File: config.mk
export PLATFORM = sky130hd
export DESIGN_NAME = token_decoder_flat
export DESIGN_NICKNAME = d
export VERILOG_FILES = /design/src/rtl/token_decoder_if.sv /design/src/rtl/token_decoder.sv /design/src/flat_wrapper.sv
export SDC_FILE = /design/constraint.sdc
export NUM_CORES = 1
export LEC_CHECK = 0
export CORE_MARGIN = 2
export CORE_UTILIZATION = 35
export CTS_CLUSTER_DIAMETER = 120
export CTS_CLUSTER_SIZE = 12
export DETAILED_ROUTE_END_ITERATION = 10
export MAX_ROUTING_LAYER = met4
export SLEW_MARGIN = 5
export SYNTH_ARGS = -nofsm -noshare
export SYNTH_HDL_FRONTEND = slang
export SYNTH_SLANG_ARGS = --single-unit
File: constraint.sdc
create_clock -name clk -period 3.3 [get_ports clk]
set_input_delay 0.33 -clock clk [delete_from_list [all_inputs] [get_ports clk]]
set_output_delay 0.33 -clock clk [all_outputs]
set_load 0.01 [all_outputs]
File: src/rtl/token_decoder_if.sv
// ---------------------------------------------------------------------------
// token_decoder_if
//
// Purpose: bundles the token_decoder start/finish handshake and its three
// SRAM connections (token read, vocab read, output write) into one bundle.
//
// Signals:
//   cs         start request towards the decoder
//   done, err  decode finished / finished with an error stop
//   tok_addr   token SRAM read address        tok_data  token SRAM dout
//   voc_addr   vocab SRAM read address        voc_data  vocab SRAM dout
//   out_addr   output SRAM address            out_data  output SRAM din
//   out_we     output SRAM write enable
//   word_count number of separators written (only with DECODER_WORD_COUNT_EN)
//
// Modports:
//   master  the decoder itself (drives addresses, write port and status)
//   slave   the surrounding system (drives cs and the SRAM read data)
//
// Build option: DECODER_WORD_COUNT_EN adds the word_count signal.
// ---------------------------------------------------------------------------
interface token_decoder_if #(
   parameter int ADDR_WIDTH = 4,
   parameter int DATA_WIDTH = 8
);
   logic                  cs;
   logic                  done;
   logic                  err;
   logic [ADDR_WIDTH-1:0] tok_addr;
   logic [DATA_WIDTH-1:0] tok_data;
   logic [ADDR_WIDTH-1:0] voc_addr;
   logic [DATA_WIDTH-1:0] voc_data;
   logic [ADDR_WIDTH-1:0] out_addr;
   logic [DATA_WIDTH-1:0] out_data;
   logic                  out_we;
`ifdef DECODER_WORD_COUNT_EN
   logic [ADDR_WIDTH-1:0] word_count;

   modport master (
      input  cs, tok_data, voc_data,
      output done, err, tok_addr, voc_addr, out_addr, out_data, out_we,
      output word_count
   );

   modport slave (
      output cs, tok_data, voc_data,
      input  done, err, tok_addr, voc_addr, out_addr, out_data, out_we,
      input  word_count
   );
`else
   modport master (
      input  cs, tok_data, voc_data,
      output done, err, tok_addr, voc_addr, out_addr, out_data, out_we
   );

   modport slave (
      output cs, tok_data, voc_data,
      input  done, err, tok_addr, voc_addr, out_addr, out_data, out_we
   );
`endif
endinterface

File: src/rtl/token_decoder.sv
// ---------------------------------------------------------------------------
// token_decoder
//
// Purpose: turns a zero-terminated list of token IDs back into a
// zero-delimited character stream. Each token ID is the start address of a
// zero-terminated word in the vocab SRAM. Every word is copied byte by byte
// to the output SRAM followed by a 0 separator; a final 0 marks the end of
// the stream (so the stream ends with two zeros).
//
// Ports:
//   clk   clock
//   rst   synchronous, active-high reset; aborts any decode immediately
//   bus   token_decoder_if.master
//           cs in, done/err out (registered, held until next accepted cs)
//           tok_addr/tok_data, voc_addr/voc_data: 1-cycle-latency reads
//           out_addr/out_data/out_we: output SRAM write port
//
// Parameters: ADDR_WIDTH, DATA_WIDTH, MAX_WORD_LEN (max chars per word).
//
// Build option: DECODER_WORD_COUNT_EN adds bus.word_count, the number of
// separators written during the current/last decode.
// ---------------------------------------------------------------------------
module token_decoder #(
   parameter int ADDR_WIDTH   = 4,
   parameter int DATA_WIDTH   = 8,
   parameter int MAX_WORD_LEN = 15
) (
   input  logic            clk,
   input  logic            rst,
   token_decoder_if.master bus
);

   localparam int LEN_W = $clog2(MAX_WORD_LEN + 1);

   typedef enum logic [3:0] {
      S_IDLE,
      S_FETCH_TOK,
      S_CHECK_TOK,
      S_FETCH_CH,
      S_CHECK_CH,
      S_WR_SEP,
      S_WR_END,
      S_DONE,
      S_ERR
   } state_t;

   state_t                state_q, state_d;
   logic                  done_q, done_d;
   logic                  err_q, err_d;
   logic [ADDR_WIDTH-1:0] tp_q, tp_d;
   logic [ADDR_WIDTH-1:0] va_q, va_d;
   logic [ADDR_WIDTH-1:0] op_q, op_d;
   logic [LEN_W-1:0]      len_q, len_d;
`ifdef DECODER_WORD_COUNT_EN
   logic [ADDR_WIDTH-1:0] wc_q, wc_d;
`endif

   // Write port is a decode of the current state: the character being
   // written is the vocab read data, which is only valid in CHECK_CH.
   logic                  out_we;
   logic [DATA_WIDTH-1:0] out_data;

   logic op_full;
   logic len_full;

   // The last output slot is kept free for the end marker.
   assign op_full  = (op_q == '1);
   assign len_full = (len_q == LEN_W'(MAX_WORD_LEN));

   always_comb begin
      state_d  = state_q;
      done_d   = done_q;
      err_d    = err_q;
      tp_d     = tp_q;
      va_d     = va_q;
      op_d     = op_q;
      len_d    = len_q;
`ifdef DECODER_WORD_COUNT_EN
      wc_d     = wc_q;
`endif
      out_we   = 1'b0;
      out_data = '0;

      case (state_q)
         S_IDLE: begin
            if (bus.cs) begin
               done_d  = 1'b0;
               err_d   = 1'b0;
               tp_d    = '0;
               op_d    = '0;
`ifdef DECODER_WORD_COUNT_EN
               wc_d    = '0;
`endif
               state_d = S_FETCH_TOK;
            end
         end

         S_FETCH_TOK: state_d = S_CHECK_TOK;

         S_CHECK_TOK: begin
            if (bus.tok_data == '0) begin
               state_d = S_WR_END;
            end else begin
               va_d    = ADDR_WIDTH'(bus.tok_data);
               len_d   = '0;
               state_d = S_FETCH_CH;
            end
         end

         S_FETCH_CH: state_d = S_CHECK_CH;

         S_CHECK_CH: begin
            if (bus.voc_data == '0) begin
               state_d = S_WR_SEP;
            end else if (op_full || len_full) begin
               done_d  = 1'b1;
               err_d   = 1'b1;
               state_d = S_ERR;
            end else begin
               out_we   = 1'b1;
               out_data = bus.voc_data;
               op_d     = op_q + 1'b1;
               // va wraps freely: the vocab is treated as circular.
               va_d     = va_q + 1'b1;
               // len_full was false, so this never passes MAX_WORD_LEN.
               len_d    = len_q + 1'b1;
               state_d  = S_FETCH_CH;
            end
         end

         S_WR_SEP: begin
            if (op_full) begin
               done_d  = 1'b1;
               err_d   = 1'b1;
               state_d = S_ERR;
            end else begin
               out_we = 1'b1;
               op_d   = op_q + 1'b1;
`ifdef DECODER_WORD_COUNT_EN
               wc_d   = wc_q + 1'b1;
`endif
               // Token RAM exhausted without a 0 token: close the stream.
               if (tp_q == '1) begin
                  state_d = S_WR_END;
               end else begin
                  tp_d    = tp_q + 1'b1;
                  state_d = S_FETCH_TOK;
               end
            end
         end

         S_WR_END: begin
            out_we  = 1'b1;
            done_d  = 1'b1;
            err_d   = 1'b0;
            state_d = S_DONE;
         end

         S_DONE:  state_d = S_IDLE;

         S_ERR:   state_d = S_IDLE;

         default: state_d = S_IDLE;
      endcase
   end

   always_ff @(posedge clk) begin
      if (rst) begin
         state_q <= S_IDLE;
         done_q  <= 1'b0;
         err_q   <= 1'b0;
         tp_q    <= '0;
         va_q    <= '0;
         op_q    <= '0;
         len_q   <= '0;
`ifdef DECODER_WORD_COUNT_EN
         wc_q    <= '0;
`endif
      end else begin
         state_q <= state_d;
         done_q  <= done_d;
         err_q   <= err_d;
         tp_q    <= tp_d;
         va_q    <= va_d;
         op_q    <= op_d;
         len_q   <= len_d;
`ifdef DECODER_WORD_COUNT_EN
         wc_q    <= wc_d;
`endif
      end
   end

   assign bus.done     = done_q;
   assign bus.err      = err_q;
   assign bus.tok_addr = tp_q;
   assign bus.voc_addr = va_q;
   assign bus.out_addr = op_q;
   assign bus.out_data = out_data;
   assign bus.out_we   = out_we;
`ifdef DECODER_WORD_COUNT_EN
   assign bus.word_count = wc_q;
`endif

endmodule

File: src/flat_wrapper.sv
// flat-port wrapper written by rule: the top's interface ports become plain ports
module token_decoder_flat 
#(
   parameter int ADDR_WIDTH   = 4,
   parameter int DATA_WIDTH   = 8,
   parameter int MAX_WORD_LEN = 15
)
  (clk, rst, bus_cs, bus_tok_data, bus_voc_data, bus_done, bus_err, bus_tok_addr, bus_voc_addr, bus_out_addr, bus_out_data, bus_out_we);
  token_decoder_if #(.ADDR_WIDTH(ADDR_WIDTH), .DATA_WIDTH(DATA_WIDTH)) bus_i ();
  input  logic clk;
  input  logic rst;
  input wire logic [$bits(bus_i.cs)-1:0] bus_cs;
  input wire logic [$bits(bus_i.tok_data)-1:0] bus_tok_data;
  input wire logic [$bits(bus_i.voc_data)-1:0] bus_voc_data;
  output wire logic [$bits(bus_i.done)-1:0] bus_done;
  output wire logic [$bits(bus_i.err)-1:0] bus_err;
  output wire logic [$bits(bus_i.tok_addr)-1:0] bus_tok_addr;
  output wire logic [$bits(bus_i.voc_addr)-1:0] bus_voc_addr;
  output wire logic [$bits(bus_i.out_addr)-1:0] bus_out_addr;
  output wire logic [$bits(bus_i.out_data)-1:0] bus_out_data;
  output wire logic [$bits(bus_i.out_we)-1:0] bus_out_we;
  assign bus_i.cs = bus_cs;
  assign bus_i.tok_data = bus_tok_data;
  assign bus_i.voc_data = bus_voc_data;
  assign bus_done = bus_i.done;
  assign bus_err = bus_i.err;
  assign bus_tok_addr = bus_i.tok_addr;
  assign bus_voc_addr = bus_i.voc_addr;
  assign bus_out_addr = bus_i.out_addr;
  assign bus_out_data = bus_i.out_data;
  assign bus_out_we = bus_i.out_we;
  token_decoder #(.ADDR_WIDTH(ADDR_WIDTH), .DATA_WIDTH(DATA_WIDTH), .MAX_WORD_LEN(MAX_WORD_LEN)) u_core (.clk(clk), .rst(rst), .bus(bus_i));
endmodule
Yosys cells after proc, flatten, opt, wreduce, memory -nomap -nowiden
Index checks and enable logic that the tools add are counted.
{"block": "classes", "n_addsub": 4, "n_eq_ne": 17, "mux": 36, "n_reduce_logical": 12}
{"op": "4-bit 2-to-1 mux", "count": 16}
{"op": "4-bit case mux with 7 select lines", "count": 1}
{"op": "8-bit 2-to-1 mux", "count": 3}
{"op": "4-bit case mux with 2 select lines", "count": 3}
{"op": "4-bit by 1-bit adder with 4-bit output, second input constant", "count": 4}
{"op": "8-bit zero test", "count": 2}
{"op": "4-bit by 3-bit == test with 1-bit output, second input constant", "count": 3}
{"op": "4-bit == test, second input constant", "count": 3}
{"op": "2-bit inequality test, second input constant", "count": 6}
{"op": "4-bit case mux with 3 select lines", "count": 1}
{"op": "5-bit AND reduction", "count": 2}
{"op": "4-bit by 2-bit == test with 1-bit output, second input constant", "count": 2}
{"op": "1-bit case mux with 4 select lines", "count": 2}
{"op": "4-bit AND reduction", "count": 2}
{"op": "1-bit 2-to-1 mux", "count": 7}
{"op": "3-bit 2-to-1 mux", "count": 2}
{"op": "4-bit by 1-bit == test with 1-bit output, second input constant", "count": 1}
{"op": "4-bit zero test", "count": 1}
{"op": "2-bit by 1-bit inequality test with 1-bit output, second input constant", "count": 2}
{"op": "2-bit nonzero test", "count": 2}
{"op": "4-bit nonzero test", "count": 1}
{"op": "1-bit case mux with 3 select lines", "count": 1}
{"op": "3-bit nonzero test", "count": 1}
{"op": "1-bit logical OR", "count": 1}
{"block": "totals", "ff_bits": 22, "in_bits": 19, "out_inout_bits": 23, "elab_cells": 76}

Depth between registers and ports, before layout
Gate-level depths: netlist of run 1.
{"block": "logic_depth", "word_depth": 5, "mapped_depth": 8}

Worst setup path after synthesis of run 1
No wires, ideal clock.
{"block": "synth_timing", "path_type": "input to output", "startpoint": "in bus_voc_data[4]", "endpoint": "out bus_out_data[0]", "t_arrival_ns": 1.685, "required_ns": 2.970, "slack_ns": 1.285, "cell_stages": 6, "cell_sequence": "or4_4 > or2_1 > buf_6 > and3_4 > buf_6 > and2_1"}
{"block": "synth_between", "elab_chain_cells": 3}
{"element": "start, declared", "line": "flat_wrapper.sv:14", "rtl": "input wire logic [$bits(bus_i.voc_data)-1:0] bus_voc_data;"}
{"element": "8-bit zero test", "line": "token_decoder.sv:113", "rtl": "if (bus.voc_data == '0) begin"}
{"element": "8-bit 2-to-1 mux", "line": "token_decoder.sv:113"}
{"element": "8-bit 2-to-1 mux", "line": "token_decoder.sv:84", "rtl": "case (state_q)"}
{"element": "end, declared", "line": "flat_wrapper.sv:20", "rtl": "output wire logic [$bits(bus_i.out_data)-1:0] bus_out_data;"}
Every way passes these cells.

Final worst setup path of run 1
{"block": "layout_timing", "startpoint": "in bus_voc_data[4]", "endpoint": "out bus_out_data[4]"}
{"block": "layout_between", "elab_chain_cells": 3}
{"element": "8-bit zero test or 8-bit 2-to-1 mux (tied branches)", "line": "token_decoder.sv:113, token_decoder.sv:115"}
{"element": "8-bit 2-to-1 mux *", "line": "token_decoder.sv:113"}
{"element": "8-bit 2-to-1 mux *", "line": "token_decoder.sv:84"}
Every way passes the cells marked *; elsewhere a longest branch is shown, timed or not.

==> results of run 1 <==
cells by family after synthesis:
group,synth area share (%)
xor gates and xnor gates,3.67
muxes,3.94
and+or+nand+nor,36.0
AOI/OAI and AO/OA,17.3
buffers and inverters,4.03
DFF,31.5
adders and majority gates,3.58
stage by stage:
step                      power (mW)  cell area (sq um)  util [%]  cells
after CTS                      0.552               1870      49.9    256
after global routing           0.575               1870      49.9    256
after floorplan                0.337               1400         -    172
final                          0.544               1870      49.9    256
after detailed placement       0.378               1830      48.8    253
after global placement         0.378               1830      48.8    253
cells in the final DEF (no fill, tap or decap), types with 2 or more instances in the layout:
master / netlist / final
clkdlybuf4s50_1: 0 / 41
dfxtp_1: 22 / 22
nor2_1: 17 / 17
a21oi_1: 12 / 12
nand2_1: 10 / 10
nand2b_1: 9 / 9
nand3_1: 9 / 9
and2_1: 9 / 9
nand4_1: 6 / 6
nor3_1: 5 / 5
o21ai_1: 4 / 4
mux2i_1: 4 / 4
xor2_1: 4 / 4
ha_1: 4 / 4
o21ai_0: 3 / 3
nor4_1: 3 / 3
o211ai_1: 3 / 3
a31oi_1: 3 / 3
a21o_1: 3 / 3
clkbuf_8: 0 / 3
or2_1: 2 / 2
and3_4: 2 / 2
nor2b_1: 2 / 2
inv_1: 2 / 2
nand3b_1: 2 / 2
and3_1: 2 / 2
nor3b_1: 2 / 2
a311oi_1: 2 / 2
nor4b_1: 2 / 2
power by group:
group / leakage [nW] / switching [mW] / internal, mW / total, mW
clock: 0.0216 / 0.0893 / 0.0816 / 0.171
sequential: 0.178 / 0.0124 / 0.271 / 0.283
combinational: 0.443 / 0.0409 / 0.0492 / 0.0901
worst register-to-register path: stages (launching register included):
cell and delay [ns]:
dfxtp_1 0.36, ha_1 0.26, nand3_1 0.24, nand2_1 0.12
o21ai_1 0.30, and3_4 0.28, mux2_4 0.29
layout make-up:
type | instances | area, sq um
fill | 375 | 1880
multi-input combinational | 139 | 901
sequential | 22 | 440
timing repair buffer | 42 | 418
tap | 48 | 60.1
clock buffer | 3 | 41.3
inverter | 2 | 7.51
sequential cells by signal (all words and copies together), names as in the netlist:
signal	flops
u_core.bus.out_addr	4
u_core.bus.err	1
u_core.bus.done	1
u_core.bus.tok_addr	4
u_core.state_q	4
u_core.bus.voc_addr	4
u_core.len_q	4
worst max-delay path by stage:
stage / end / slack, ns / cells after the start
detailed placement: bus_out_data[4] / 0.45 / 6
CTS: bus_out_data[4] / 0.45 / 6
global route: bus_out_data[5] / 0.37 / 6
global placement: bus_out_data[5] / 0.50 / 6
floorplan: bus_out_data[0] / 1.29 / 6
finish: bus_out_data[4] / 0.44 / 6
synth_stat cells (2+ instances only):
cell,n
a21o_1,3
a21oi_1,12
a311oi_1,2
a31oi_1,3
and2_1,9
and3_1,2
and3_4,2
buf_6,2
clkbuf_1,7
dfxtp_1,22
ha_1,4
inv_1,2
mux2i_1,4
nand2_1,10
nand2b_1,9
nand3_1,9
nand3b_1,2
nand4_1,6
nor2_1,17
nor2b_1,2
nor3_1,5
nor3b_1,2
nor4_1,3
nor4b_1,2
o211ai_1,3
o21ai_0,3
o21ai_1,4
or2_1,2
xor2_1,4
layer usage:
metal | global-route usage (%) | routed length [microns] | vias up
met3 | 4.33 | 119 | 2
met2 | 28.8 | 1680 | 22
met5 | - | 0 | -
met1 | 24.3 | 1770 | 652
met4 | 2.55 | 14 | 0
li1 | - | - | 714
==> run_results.csv, run 1 <==
group,metric,value,unit
outcome,outcome,"finished, final reports clean",
clock_tree,worst_skew_pair.late_latency,0.26,ns
worst_setup_path,cp_max_fo,11,
clock_tree,postCtsSetupBuffers,0,
logic_synthesis,syn-num-nets,195,
worst_setup_path,cp-end-kind,"primary output",
worst_setup_path,r2r-start,"u_core.bus.out_addr[0]",
grt,grt_antenna_before_repair,0,
min_path,holdPathEnd,"u_core.bus.done",
worst_setup_path,path_cells,"clkdlybuf4s50_1 > or4_4 > or2_1 > and3_4 > and2_1 > clkdlybuf4s50_1",
placement,hpwl,2670,microns
logic_synthesis,synth_top_area_cell,"dfxtp_1",
grt,grt-ovfl-total,0,
route,drt_iter0_markers,34,
logic_synthesis,syn_inst,172,
clock_tree,cts_tree,"done",
layout,drive_gt1_share,5.77,%
min_path,min_path_cells,2,
route,vias_per_cell,5.43,
worst_setup_path,crit_arrival,2.53,ns
grt,grt_pass1_wl,6260,microns
power_and_ir_drop,leakagePower,0.643,nW
worst_setup_path,worstSetupPathType,"in -> out",
logic_synthesis,syn_area_per_cell,8.13,sq um
timing,holdWs,0.489,ns
logic_synthesis,synth_edf_count,0,
die,initial_core_util,37.3,%
min_path,worstHoldPathType,"reg -> reg",
clock_tree,cts_buffer_depth,2,
worst_setup_path,cp_top_family,"simple AND/OR/NAND/NOR gates",
worst_setup_path,reg2reg_depth,6,
worst_setup_path,slowest_stage,"or4_4",
logic_synthesis,yosys_warnings,0,
min_path,worstHoldStart,"u_core.bus.done",
die,die_w,67.2,microns
die,core-area,0.00374,sq mm
timing,fin_crit_sh,86.6,%
worst_setup_path,rr_endpoint,"u_core.bus.out_addr[1]",
timing,fmax,350,MHz
route,routed-via-count,1390,
route,ant_nets,0,
route,wl_per_cell,14.0,microns
layout,diodes,0,
worst_setup_path,r2r_slack,1.34,ns
logic_synthesis,synthTopCellsByArea,"dfxtp_1 (32%), nor2_1 (4.6%), a21oi_1 (4.3%)",
logic_synthesis,yosysSeqAreaShare,31.5,%
grt,grt_usage,18.3,%
clock_tree,cts_max_level,1,
clock_tree,cts.clk_slew.worst_paths,0.08,ns
logic_synthesis,synth_area,0.00140,sq mm
timing,maxSlewViolCount,0,
worst_setup_path,crit_start,"bus_voc_data[4]",
logic_synthesis,ys.flop_type,"dfxtp_1",
timing,hold_viol,0,
logic_synthesis,synth_async_sr_flop_share,0,%
clock_tree,cts-resized-gates,0,
worst_setup_path,cp_slowest_stage_delay,0.55,ns
timing,tns,0,ns
layout,area_delta_synth_final,33.7,%
timing,finalSetupViolCount,0,
die,die_area,0.00451,sq mm
die,chipHeight,67.2,microns
worst_setup_path,required,2.97,ns
timing,post-route-min-period,2.86,ns
die,ios,42,
timing,worstMarginPinSlew,0.666,ns
worst_setup_path,critPathLaunchType,"input port",
placement,pre_cts_ws,0.448,ns
die,rows,22,
timing,relSlewSlack,55.0,%
timing,skew,0.00404,ns
clock_tree,cts_root_buffer,"clkbuf_8",
placement,portBuffers,41,
layout,nets,233,
logic_synthesis,synth_top_area_share,31.5,%
worst_setup_path,cp_common_cell,"clkdlybuf4s50_1",
clock_tree,clock-sinks,22,
worst_setup_path,path_buf_inv,2,
clock_tree,holdBufCountCts,0,
logic_synthesis,synth_cell_type_count,44,
timing,grt_setup_unrepaired,"no",
route,wirelength,3590,microns
grt,grt_max_degree,21,
timing,fin_ws,0.443,ns
placement,routabilityCongestion,0.759,
power_and_ir_drop,ir_drop,218,uV
grt,grt_pass1_vias,1304,
route,dr.pass1.iters,4,
clock_tree,numCtsBuffers,3,
route,drc,0,
job,cap_violations,0,
power_and_ir_drop,power.density,291,mW/mm^2
logic_synthesis,synth-seq-cells,22,
Power figures use the tool's default switching activity.
==> run 2: changes to the inputs <==
clock period = 3.2 ns   (was 3.3 ns; I/O delays follow)
==> results of run 2 <==
The final DEF is identical to that of run 1. Status: finished, final reports clean.
Among the figures that moved: setup slack after placement 0.448 ns -> 0.368 ns; setup slack after layout 0.443 ns -> 0.363 ns; register-to-register setup slack 1.34 ns -> 1.24 ns; total power 0.544 mW -> 0.561 mW; worst IR drop on VDD 218 uV -> 225 uV
==> run 3: changes to the inputs <==
clock period = 2.3 ns   (was 3.2 ns; I/O delays follow)
==> run 3 against run 2 <==
Compared with the run above:
- power up 47%
- clock power increased by 61%
- clock-buffer cell count grew 1
- routed wire length up 4.9%
- critical path depth unchanged
- utilization grew 1.9 points
- design area is 3.9% higher
- first-iteration DRC count rose by 15%
- combinational power increased by 58%
- sequential cell count is the same
- highest routed layer unchanged
- cell count grew 5.5%
- sequential share of layout area shrank 0.88 points
==> run_results.csv, run 3 (synthesis gave the netlist of run 1 again) <==
group,metric,value,unit
outcome,outcome,"finished, final reports clean",
grt,grt-ovfl-total,0,
layout,diodes,0,
timing,holdWs,0.478,ns
layout,fin_area,0.00194,sq mm
clock_tree,cts_tree,"done",
layout,fillers,395,
grt,grt_usage,19.1,%
timing,fin_crit_sh,94.1,%
route,drt_iter0_markers,39,
timing,hold_viol,0,
power_and_ir_drop,ir_drop,244,uV
grt,grt_pass1_vias,1386,
layout,drive_gt1_share,16.7,%
clock_tree,numCtsBuffers,3,
job,cap_violations,0,
worst_setup_path,reg2reg_depth,7,
worst_setup_path,cp_max_fo,9,
clock_tree,cts_max_level,1,
placement,routabilityCongestion,0.802,
route,routed-via-count,1425,
clock_tree,cts.clk_slew.worst_paths,0.08,ns
clock_tree,worst_skew_pair.late_latency,0.26,ns
grt,grt_max_degree,20,
route,ant_nets,0,
worst_setup_path,cp_top_family,"simple AND/OR/NAND/NOR gates",
layout,mostFrequentLayoutCell,"clkdlybuf4s50_1",
timing,fmax,462,MHz
worst_setup_path,slowest_stage,"or4_4",
layout,final_core_util,51.8,%
timing,grt_setup_unrepaired,"no",
placement,hpwl,2990,microns
clock_tree,holdBufCountCts,0,
die,chipHeight,67.2,microns
placement,dpl.cell_count,266,
route,wl_per_cell,13.9,microns
route,vias_per_cell,5.28,
die,die_area,0.00451,sq mm
timing,skew,0.00324,ns
route,wirelength,3760,microns
grt,grt_antenna_before_repair,0,
worst_setup_path,rr_endpoint,"u_core.bus.out_addr[1]",
clock_tree,cts_root_buffer,"clkbuf_8",
layout,mostFrequentLayoutCells,"clkdlybuf4s50_1 (32), dfxtp_1 (22), nor2_1 (17), buf_4 (14), a21oi_1 (12)",
die,die_w,67.2,microns
min_path,min_path_cells,2,
clock_tree,postCtsSetupBuffers,0,
power_and_ir_drop,power.density,425,mW/mm^2
layout,area_delta_synth_final,38.9,%
worst_setup_path,cp_slowest_stage_delay,0.54,ns
worst_setup_path,critPathLaunchType,"input port",
die,rows,22,
grt,grt_pass1_wl,6410,microns
timing,relSlewSlack,55.2,%
placement,dpl_cell_area,0.00192,sq mm
die,core-area,0.00374,sq mm
route,drc,0,
min_path,worstHoldStart,"u_core.bus.done",
worst_setup_path,cp-end-kind,"primary output",
worst_setup_path,crit_arrival,1.93,ns
worst_setup_path,path_buf_inv,2,
worst_setup_path,worstSetupPathType,"in -> out",
die,ios,42,
layout,fin_cells,270,
worst_setup_path,r2r_slack,0.37,ns
placement,portBuffers,41,
die,initial_core_util,37.3,%
power_and_ir_drop,leakagePower,0.728,nW
min_path,holdPathEnd,"u_core.bus.done",
timing,tns,0,ns
min_path,worstHoldPathType,"reg -> reg",
timing,worstMarginPinSlew,0.662,ns
worst_setup_path,required,2.07,ns
timing,post-route-min-period,2.16,ns
clock_tree,cts_buffer_depth,2,
worst_setup_path,r2r-start,"u_core.bus.out_addr[1]",
route,dr.pass1.iters,4,
layout,nets,246,
worst_setup_path,path_cells,"clkdlybuf4s50_1 > or4_4 > or2_4 > and3_4 > and2_1 > clkbuf_2",
timing,maxSlewViolCount,0,
timing,finalSetupViolCount,0,
clock_tree,clock-sinks,22,
## run 3: cell types whose count changed in the layout (fill, tap and decap cells not counted), sizes merged
cell / before / now
clkbuf: 3 / 13
buf: 1 / 14
clkdlybuf4s50: 41 / 32
## run 3: what timing repair did
| item | 4_1_cts | 5_1_grt |
|---|---|---|
| gates cloned | 0 | 0 |
| gates resized for setup | 18 | 11 |
| pin swaps | 1 | 0 |
| endpoints found under the setup margin | 9 | 9 |
## run 3: where the power goes
group,internal (mW),switching [mW],total [mW]
Combinational,0.0763,0.0705,0.147
Sequential,0.388,0.00618,0.395
Clock,0.153,0.130,0.283
Total,0.618,0.207,0.824
## run 3: tightest hold or removal path: stages, from the launching register on
cell	delay, ns
dfxtp_1	0.31
nand2b_1	0.06
mux2i_1	0.06
## run 3: metal layers
metal	vias to the layer above	GRT usage, %	wire [microns]
met2	24	30.7	1880
met4	0	4.59	15
met1	667	24.4	1730
li1	732	-	-
met5	-	-	0
met3	2	4.33	141
## run 3: area by class of cell
class                   instances  area, sq um  share of cell area (%)
multi-input cells             139          907                    46.7
clock buffers                   4         55.1                    2.84
well taps                      48         60.1                    3.09
repair buffers                 55          470                    24.2
inverters                       2         7.51                   0.387
flip-flops and latches         22          440                    22.7
## run 3: metrics by stage
step	power (mW)	setup slack [ns]
after floorplan	0.483	0.436
after global placement	0.550	-0.204
after detailed placement	0.551	-0.228
after CTS	0.835	0.0161
after global routing	0.867	0.0410
final	0.824	0.136
## run 3: worst max path at each step
stage	startpoint	to	depth (start not counted)
final	bus_voc_data[0]	bus_out_data[3]	6
after global routing	bus_voc_data[0]	bus_out_we	7
after CTS	bus_voc_data[0]	bus_out_we	7
after detailed placement	bus_voc_data[4]	bus_out_data[7]	6
after global placement	bus_voc_data[4]	bus_out_data[5]	6
after floorplan	u_core.bus.out_addr[0]	bus_out_data[0]	7
